File: src/rtl/counter_seq_ctrl.sv
// Multi-pass run counter: counts 0..limit for (reps+1) passes per accepted command,
// with pause (HOLD), abort, per-pass wrap pulse and a completion pulse.
module counter_seq_ctrl #(
  parameter int DATA_W = 4,
  parameter int PASS_W = 3
) (
  input  logic              clk,
  input  logic              reset,
  input  logic              cmd_valid,
  output logic              cmd_ready,
  input  logic [DATA_W-1:0] cmd_limit,
  input  logic [PASS_W-1:0] cmd_reps,
  input  logic              pause,
  input  logic              abort,
  output logic [DATA_W-1:0] count,
  output logic [PASS_W-1:0] pass_idx,
  output logic              busy,
  output logic              wrap,
  output logic              done
);

  typedef enum logic [1:0] {
    S_IDLE   = 2'd0,
    S_RUN    = 2'd1,
    S_HOLD   = 2'd2,
    S_FINISH = 2'd3
  } state_t;

  state_t              r_state;
  state_t              w_state_nxt;
  logic [DATA_W-1:0]   r_count;
  logic [DATA_W-1:0]   w_count_nxt;
  logic [PASS_W-1:0]   r_pass;
  logic [PASS_W-1:0]   w_pass_nxt;
  logic [DATA_W-1:0]   r_limit;
  logic [DATA_W-1:0]   w_limit_nxt;
  logic [PASS_W-1:0]   r_reps;
  logic [PASS_W-1:0]   w_reps_nxt;
  logic                r_wrap;
  logic                w_wrap_nxt;
  logic                r_done;
  logic                w_done_nxt;

  // Priority inside RUN/HOLD: abort beats pause beats counting.
  always_comb begin
    w_state_nxt = r_state;
    w_count_nxt = r_count;
    w_pass_nxt  = r_pass;
    w_limit_nxt = r_limit;
    w_reps_nxt  = r_reps;
    w_wrap_nxt  = 1'b0;
    w_done_nxt  = 1'b0;
    case (r_state)
      S_IDLE: begin
        w_count_nxt = '0;
        w_pass_nxt  = '0;
        if (cmd_valid) begin
          w_limit_nxt = cmd_limit;
          w_reps_nxt  = cmd_reps;
          w_state_nxt = S_RUN;
        end
      end
      S_RUN: begin
        if (abort) begin
          w_state_nxt = S_IDLE;
          w_count_nxt = '0;
          w_pass_nxt  = '0;
        end else if (pause) begin
          w_state_nxt = S_HOLD;
        end else if (r_count == r_limit) begin
          w_count_nxt = '0;
          w_wrap_nxt  = 1'b1;
          if (r_pass == r_reps) begin
            w_state_nxt = S_FINISH;
            w_done_nxt  = 1'b1;
          end else begin
            w_pass_nxt = r_pass + 1'b1;
          end
        end else begin
          w_count_nxt = r_count + 1'b1;
        end
      end
      S_HOLD: begin
        if (abort) begin
          w_state_nxt = S_IDLE;
          w_count_nxt = '0;
          w_pass_nxt  = '0;
        end else if (!pause) begin
          w_state_nxt = S_RUN;
        end
      end
      S_FINISH: begin
        w_state_nxt = S_IDLE;
        w_count_nxt = '0;
        w_pass_nxt  = '0;
      end
      default: begin
        w_state_nxt = S_IDLE;
        w_count_nxt = '0;
        w_pass_nxt  = '0;
      end
    endcase
  end

  always_ff @(posedge clk) begin
    if (reset) begin
      r_state <= S_IDLE;
      r_count <= '0;
      r_pass  <= '0;
      r_limit <= '0;
      r_reps  <= '0;
      r_wrap  <= 1'b0;
      r_done  <= 1'b0;
    end else begin
      r_state <= w_state_nxt;
      r_count <= w_count_nxt;
      r_pass  <= w_pass_nxt;
      r_limit <= w_limit_nxt;
      r_reps  <= w_reps_nxt;
      r_wrap  <= w_wrap_nxt;
      r_done  <= w_done_nxt;
    end
  end

  assign cmd_ready = (r_state == S_IDLE);
  assign busy      = (r_state != S_IDLE);
  assign count     = r_count;
  assign pass_idx  = r_pass;
  assign wrap      = r_wrap;
  assign done      = r_done;

endmodule
File: config.mk
export PLATFORM = sky130hd
export DESIGN_NAME = counter_seq_ctrl
export DESIGN_NICKNAME = d
export VERILOG_FILES = /design/src/rtl/counter_seq_ctrl.sv
export SDC_FILE = /design/constraint.sdc
export NUM_CORES = 1
export LEC_CHECK = 0
export ABC_AREA = 1
export BUFFER_PORTS_ARGS = -buffer_cell sky130_fd_sc_hd__buf_2
export CAP_MARGIN = 20
export CORE_MARGIN = 3
export CORE_UTILIZATION = 51
export CTS_CLUSTER_DIAMETER = 50
export DETAILED_ROUTE_END_ITERATION = 8
export PLACE_DENSITY = 0.75
export SYNTH_ARGS = -nofsm -noshare
export SYNTH_HDL_FRONTEND = slang
export SYNTH_SLANG_ARGS = --single-unit
File: constraint.sdc
create_clock -name clk -period 1.7 [get_ports clk]
set_clock_uncertainty 0.05 [all_clocks]
set_input_delay 0.085 -clock clk [delete_from_list [all_inputs] [get_ports clk]]
set_output_delay 0.085 -clock clk [all_outputs]
set_load 0.01 [all_outputs]
# Yosys cells after proc, flatten, opt, wreduce, memory -nomap -nowiden
# Index checks and enable logic that the tools add are counted.
totals:
  ff_bits: 18
  input_bits: 12
  output_inout_bits: 11
  word_cells: 54
classes:
  n_addsub: 2
  eq_ne: 13
  n_mux: 21
  n_bitwise: 2
  reduce_logical: 9
ops:
  columns: ["operator", "count"]
  rows:
  - ["$mux W4", 4]
  - ["$mux W3", 5]
  - ["$mux W2", 7]
  - ["$ne A3 B3 Y1 const B", 4]
  - ["$pmux W4 S3", 1]
  - ["$pmux W3 S3", 1]
  - ["$ne A4 B4 Y1 const B", 2]
  - ["$pmux W2 S4", 1]
  - ["$reduce_and A4 Y1", 2]
  - ["$reduce_or A5 Y1", 1]
  - ["$add A4 B1 Y4 const B", 1]
  - ["$eq A2 B2 Y1 const B", 2]
  - ["$eq A4 B4 Y1", 1]
  - ["$ne A2 B2 Y1 const B", 2]
  - ["$reduce_and A2 Y1", 2]
  - ["$reduce_or A4 Y1", 1]
  - ["$add A3 B1 Y3 const B", 1]
  - ["$eq A3 B3 Y1", 1]
  - ["$eq A2 B1 Y1 const B", 1]
  - ["$logic_not A2 Y1", 1]
  - ["$mux W1", 2]
  - ["$not A1 Y1", 2]
  - ["$reduce_bool A2 Y1", 1]
  - ["$reduce_or A2 Y1", 1]

# Longest topological paths before layout
logic_depth:
  ltp_word: 6
  ltp_mapped: 10
  depth_no_buf: 10

# Worst setup path before layout
# OpenSTA, ideal clock, no wires.
synth_path:
  path_type: "register to register"
  from: "register r_state[0]"
  to: "register r_limit[3]"
  setup_time_ns: 0.119
  arrival_ns: 1.130
  required_time_ns: 1.531
  setup_slack_ns: 0.400
  path_stages_with_launch: 6
  n_path_buf: 1
  synth_period_minus_slack_ns: 1.300
  path_cell_list: "dfxtp_1 -> nor2_1 -> nand2_2 -> buf_2 -> o21ai_0 -> a21oi_1"
synth_via:
  elab_chain_cells: 2
synth_rtl:
  columns: ["element", "line", "rtl"]
  rows:
  - ["start: declaration", "29", "state_t r_state;"]
  - ["start signal: assignment", "115", "r_state <= w_state_nxt;"]
  - ["$logic_not A2 Y1", null, null]
  - ["via cmd_ready", "10", "output logic cmd_ready,"]
  - ["$reduce_and A2 Y1 (no line)", null, null]
  - ["end signal: assignment", "118", "r_limit <= w_limit_nxt;"]
  - ["end: declaration", "35", "logic [DATA_W-1:0] r_limit;"]
# The timed path passes the listed nets, and every way through them passes these cells.
# A chain may end at the register's enable or synchronous reset.

# Final worst setup path
layout_path:
  from: "register r_count[1] (netlist: count[1])"
  to: "register r_pass[0] (netlist: pass_idx[0])"
layout_via:
  elab_chain_cells: 3
layout_rtl:
  columns: ["element", "line", "rtl"]
  rows:
  - ["start: declaration", "31", "logic [DATA_W-1:0] r_count;"]
  - ["start signal: assignment", "116", "r_count <= w_count_nxt;"]
  - ["$eq A4 B4 Y1", "70", "end else if (r_count == r_limit) begin"]
  - ["$ne A3 B3 Y1 (no line)", null, null]
  - ["$reduce_and A4 Y1 (no line)", null, null]
  - ["end signal: assignment", "117", "r_pass <= w_pass_nxt;"]
  - ["end: declaration", "33", "logic [PASS_W-1:0] r_pass;"]
# No other way between the ends.

==> results.md <==
* Unique masters post-synth at 22
* Mapped Area at roughly 930 um2
* Chip Width at around 49 um
* Mean Syn Cell Area at a little under 7 um2
* Drt first pass iters at 4
* Grt peak-use layer: met2
* Final net count at 178
* MaxCap Viol Count at 0
* Final setup vio count at 0
* Outcome: complete, no violations
* GP Congestion at 0.777
* Register share of total power at between 40% and 50%
* Post-synthesis mux area share at 0%
* Simple-gate area share of the yosys netlist at 30.9%
* Worst r2r src: count[1]
* Post-CTS sizing at 0
* Crit path max fanout at 4
* CTS tree: yes
* Clock sink count at 18
* Cts bufs inserted at 3
* Switching share of total power at between 30% and 40%
* M2 GR Usage at between 20% and 30%
* Tightest Pin Transition at 0.416 ns
* Number of routed nets with antenna violations at 0
* Die Area at roughly 2400 um2
* Largest family of logic cells by synthesized area: simple AND/OR/NAND/NOR gates
* Setup TNS at 0 ns
* Final wirelength at roughly 1900 um
* Site Rows at 14
* Share of cells above drive strength 1 at 22.8%
* Longest Clk Path Bufs at 2
* Ys Warns at 0
* Fin. Hold Viols at 0
* Power share of the clock group at between 20% and 30%
* Max stage delay on crit path at ~0.4 ns
* Worst R2R Setup Slack at 0.31 ns
* Compound-Gate Fraction of Synth Area at 14.4%
* Setup repair after global routing missed its margin: false
* Io pins at 23
* Pleak at between 0.5 and 0.6 nW
* DR WL/cell at approximately 10 um
* FF+latch count, synth at 18
* Port bufs at 22
* Final period utilization at roughly 82%
* Max Slew Vio Count at 0
* Synth Instances at 138
* Worst hold-check path type: in -> reg
* Global-route usage over all layers at between 10% and 20%
* Cell Pwr Density at around 910 nW/um2
* GR Overflow Total at 0
* Clk root buf: clkbuf_4
* Fill count at between 100 and 150
* Critical path arrival at around 1.5 ns
* Sequential fraction of the synthesis area at about two fifths
* # diodes at 0
* Psw at roughly 340 uW
* CP endpoint kind: flop
* Register Area at 360 um2
* Worst-Skew Late Latency at a little under 0.3 ns
* Die height at just under 50 um
* Critical path class: reg -> reg
* Crit-path slowest cell: dfxtp_1
* Post-Synth XOR/XNOR Area at 2.83%
* Largest net degree at the start of global routing at 14
* CTS Hold Bufs at 1
* Capturing point of the worst reg2reg path: pass_idx[0]
* Fmax at around 700 MHz
* Core area at around 1600 um2
* Power Total at around 990 uW
* Critical path required time at around 1.8 ns
* Hold Path Cell Cnt at 3
* Synthesis-to-layout area growth at 17.5%
* Initial Util at between 50% and 60%
* HP Start: cmd_reps[1]
* P_int at between 600 and 700 uW
* Met1 usage at between 20% and 30%
* VDD IR max at between 0.0006 and 0.0007 V
* Combinational fraction of design power at 29.5%
* Vias at 886
* DRC at 0
* GR Layer Usage met3 at under 10%
* Syn Nets at between 150 and 200
* Area of the multi-input gates at 472 um2
* Final min period at ~1.4 ns
* Critical path launch point type: flop
* Max-Slew Margin vs Limit at 72.1%
* Worst Reg2Reg Path Length in Cells at 9
* CP dominant cell by count: nand2_1
* Initial antenna violation count at 0
* Synthesized-area fraction occupied by adder cells at ~2.7%
* First-pass GRT wire length at 3220 um
* Vias in the first global route at 780
* Post-CTS Setup Bufs at 0
* Worst-path clk slew at 0.10 ns
* DP HPWL at between 1500 and 2000 um
* CP Cell Sequence: inv_1, nand2_1, nand2_1, nor2_1, nand2_1, nand2_1, nand3_2, a21oi_1, nor2_1
* Drt first-iter violations at 21
* Hold Path End: r_reps[1]
* H-tree levels at 1
* Routed vias/inst at roughly 4.8
power groups by stage:
stage | clock [mW] | combinational, mW | sequential (mW)
finish | 0.207 | 0.291 | 0.490
global route | 0.222 | 0.335 | 0.495
CTS | 0.208 | 0.293 | 0.490
detailed placement | 0 | 0.290 | 0.500
global placement | 0 | 0.283 | 0.498
floorplan | 0 | 0.214 | 0.499
state kept, by name, indices dropped and copies added (netlist names):
register,flops
done,1
r_limit,4
pass_idx,3
count,4
r_state,2
r_reps,3
wrap,1
placed cells by master (no fill, tap or decap), types with 5 or more instances in the layout:
cell / Yosys / routed
inv_1: 20 / 20
o21ai_0: 9 / 9
nor3_1: 5 / 5
buf_2: 1 / 22
nand2_1: 37 / 37
nor2_1: 14 / 14
dfxtp_1: 18 / 18
a21oi_1: 11 / 11
cell type report:
class                      instances  area share [%]
timing repair buffer              23            11.0
inverter                          23            7.91
clock buffer                       3            2.06
tap                               24            2.75
multi-input combinational         95            43.2
sequential                        18            33.0
synth_stat cells:
cell type	count	area share, %
clkbuf_2	1	0.54
a21oi_2	1	0.94
inv_1	20	8.1
o21ai_2	1	0.94
nand3_1	2	1.1
nor3_1	5	2.7
inv_2	3	1.2
nor2_1	14	5.7
dfxtp_1	18	39
buf_2	1	0.54
nand3_2	1	1.1
o21ai_0	9	4.9
nand2_2	3	2.0
nand4_1	3	2.0
xnor2_1	1	0.94
a21oi_4	1	1.8
or2_2	1	0.67
ha_1	2	2.7
a21oi_1	11	5.9
xor2_1	2	1.9
nor2_2	1	0.67
nand2_1	37	15
metrics by stage:
step,area (um2),utilization (%),hold slack (ns),worst slack [ns],std cells
after global placement,1060,65.7,0.257,0.375,182
after global routing,1090,67.7,0.0393,0.136,186
after floorplan,928,-,0.104,0.400,138
after detailed placement,1060,65.7,0.253,0.346,182
final,1090,67.7,0.00465,0.307,186
after CTS,1090,67.7,0.00424,0.321,186
worst max-delay path: cells and delay by family (launching register included):
kind | cells | cell delay [ns]
and+or+nand+nor | 7 | 0.62
AOI/OAI and AO/OA | 1 | 0.15
buffers and inverters | 1 | 0.09
DFF | 1 | 0.39
worst max-delay path by stage:
stage,to,depth (start not counted),startpoint,slack (ns)
after floorplan,r_limit[3],5,r_state[0],0.40
after global placement,pass_idx[0],9,count[1],0.38
after detailed placement,pass_idx[0],9,count[1],0.35
after CTS,pass_idx[0],9,count[1],0.32
after global routing,pass_idx[0],9,count[1],0.14
final,pass_idx[0],9,count[1],0.31
cells by family after synthesis:
logic type	count (synthesis)
adder cells (fa/ha/maj)	2
flip-flops	18
AO/OA/AOI/OAI	23
buffers and inverters	25
AND/OR/NAND/NOR	67
XOR/XNOR	3
layer usage:
metal,vias to the layer above,part of all wire [%]
li1,486,-
met1,379,47
met2,17,47
met3,4,4.8
met4,0,0.80
met5,-,0
Power figures use the tool's default switching activity.
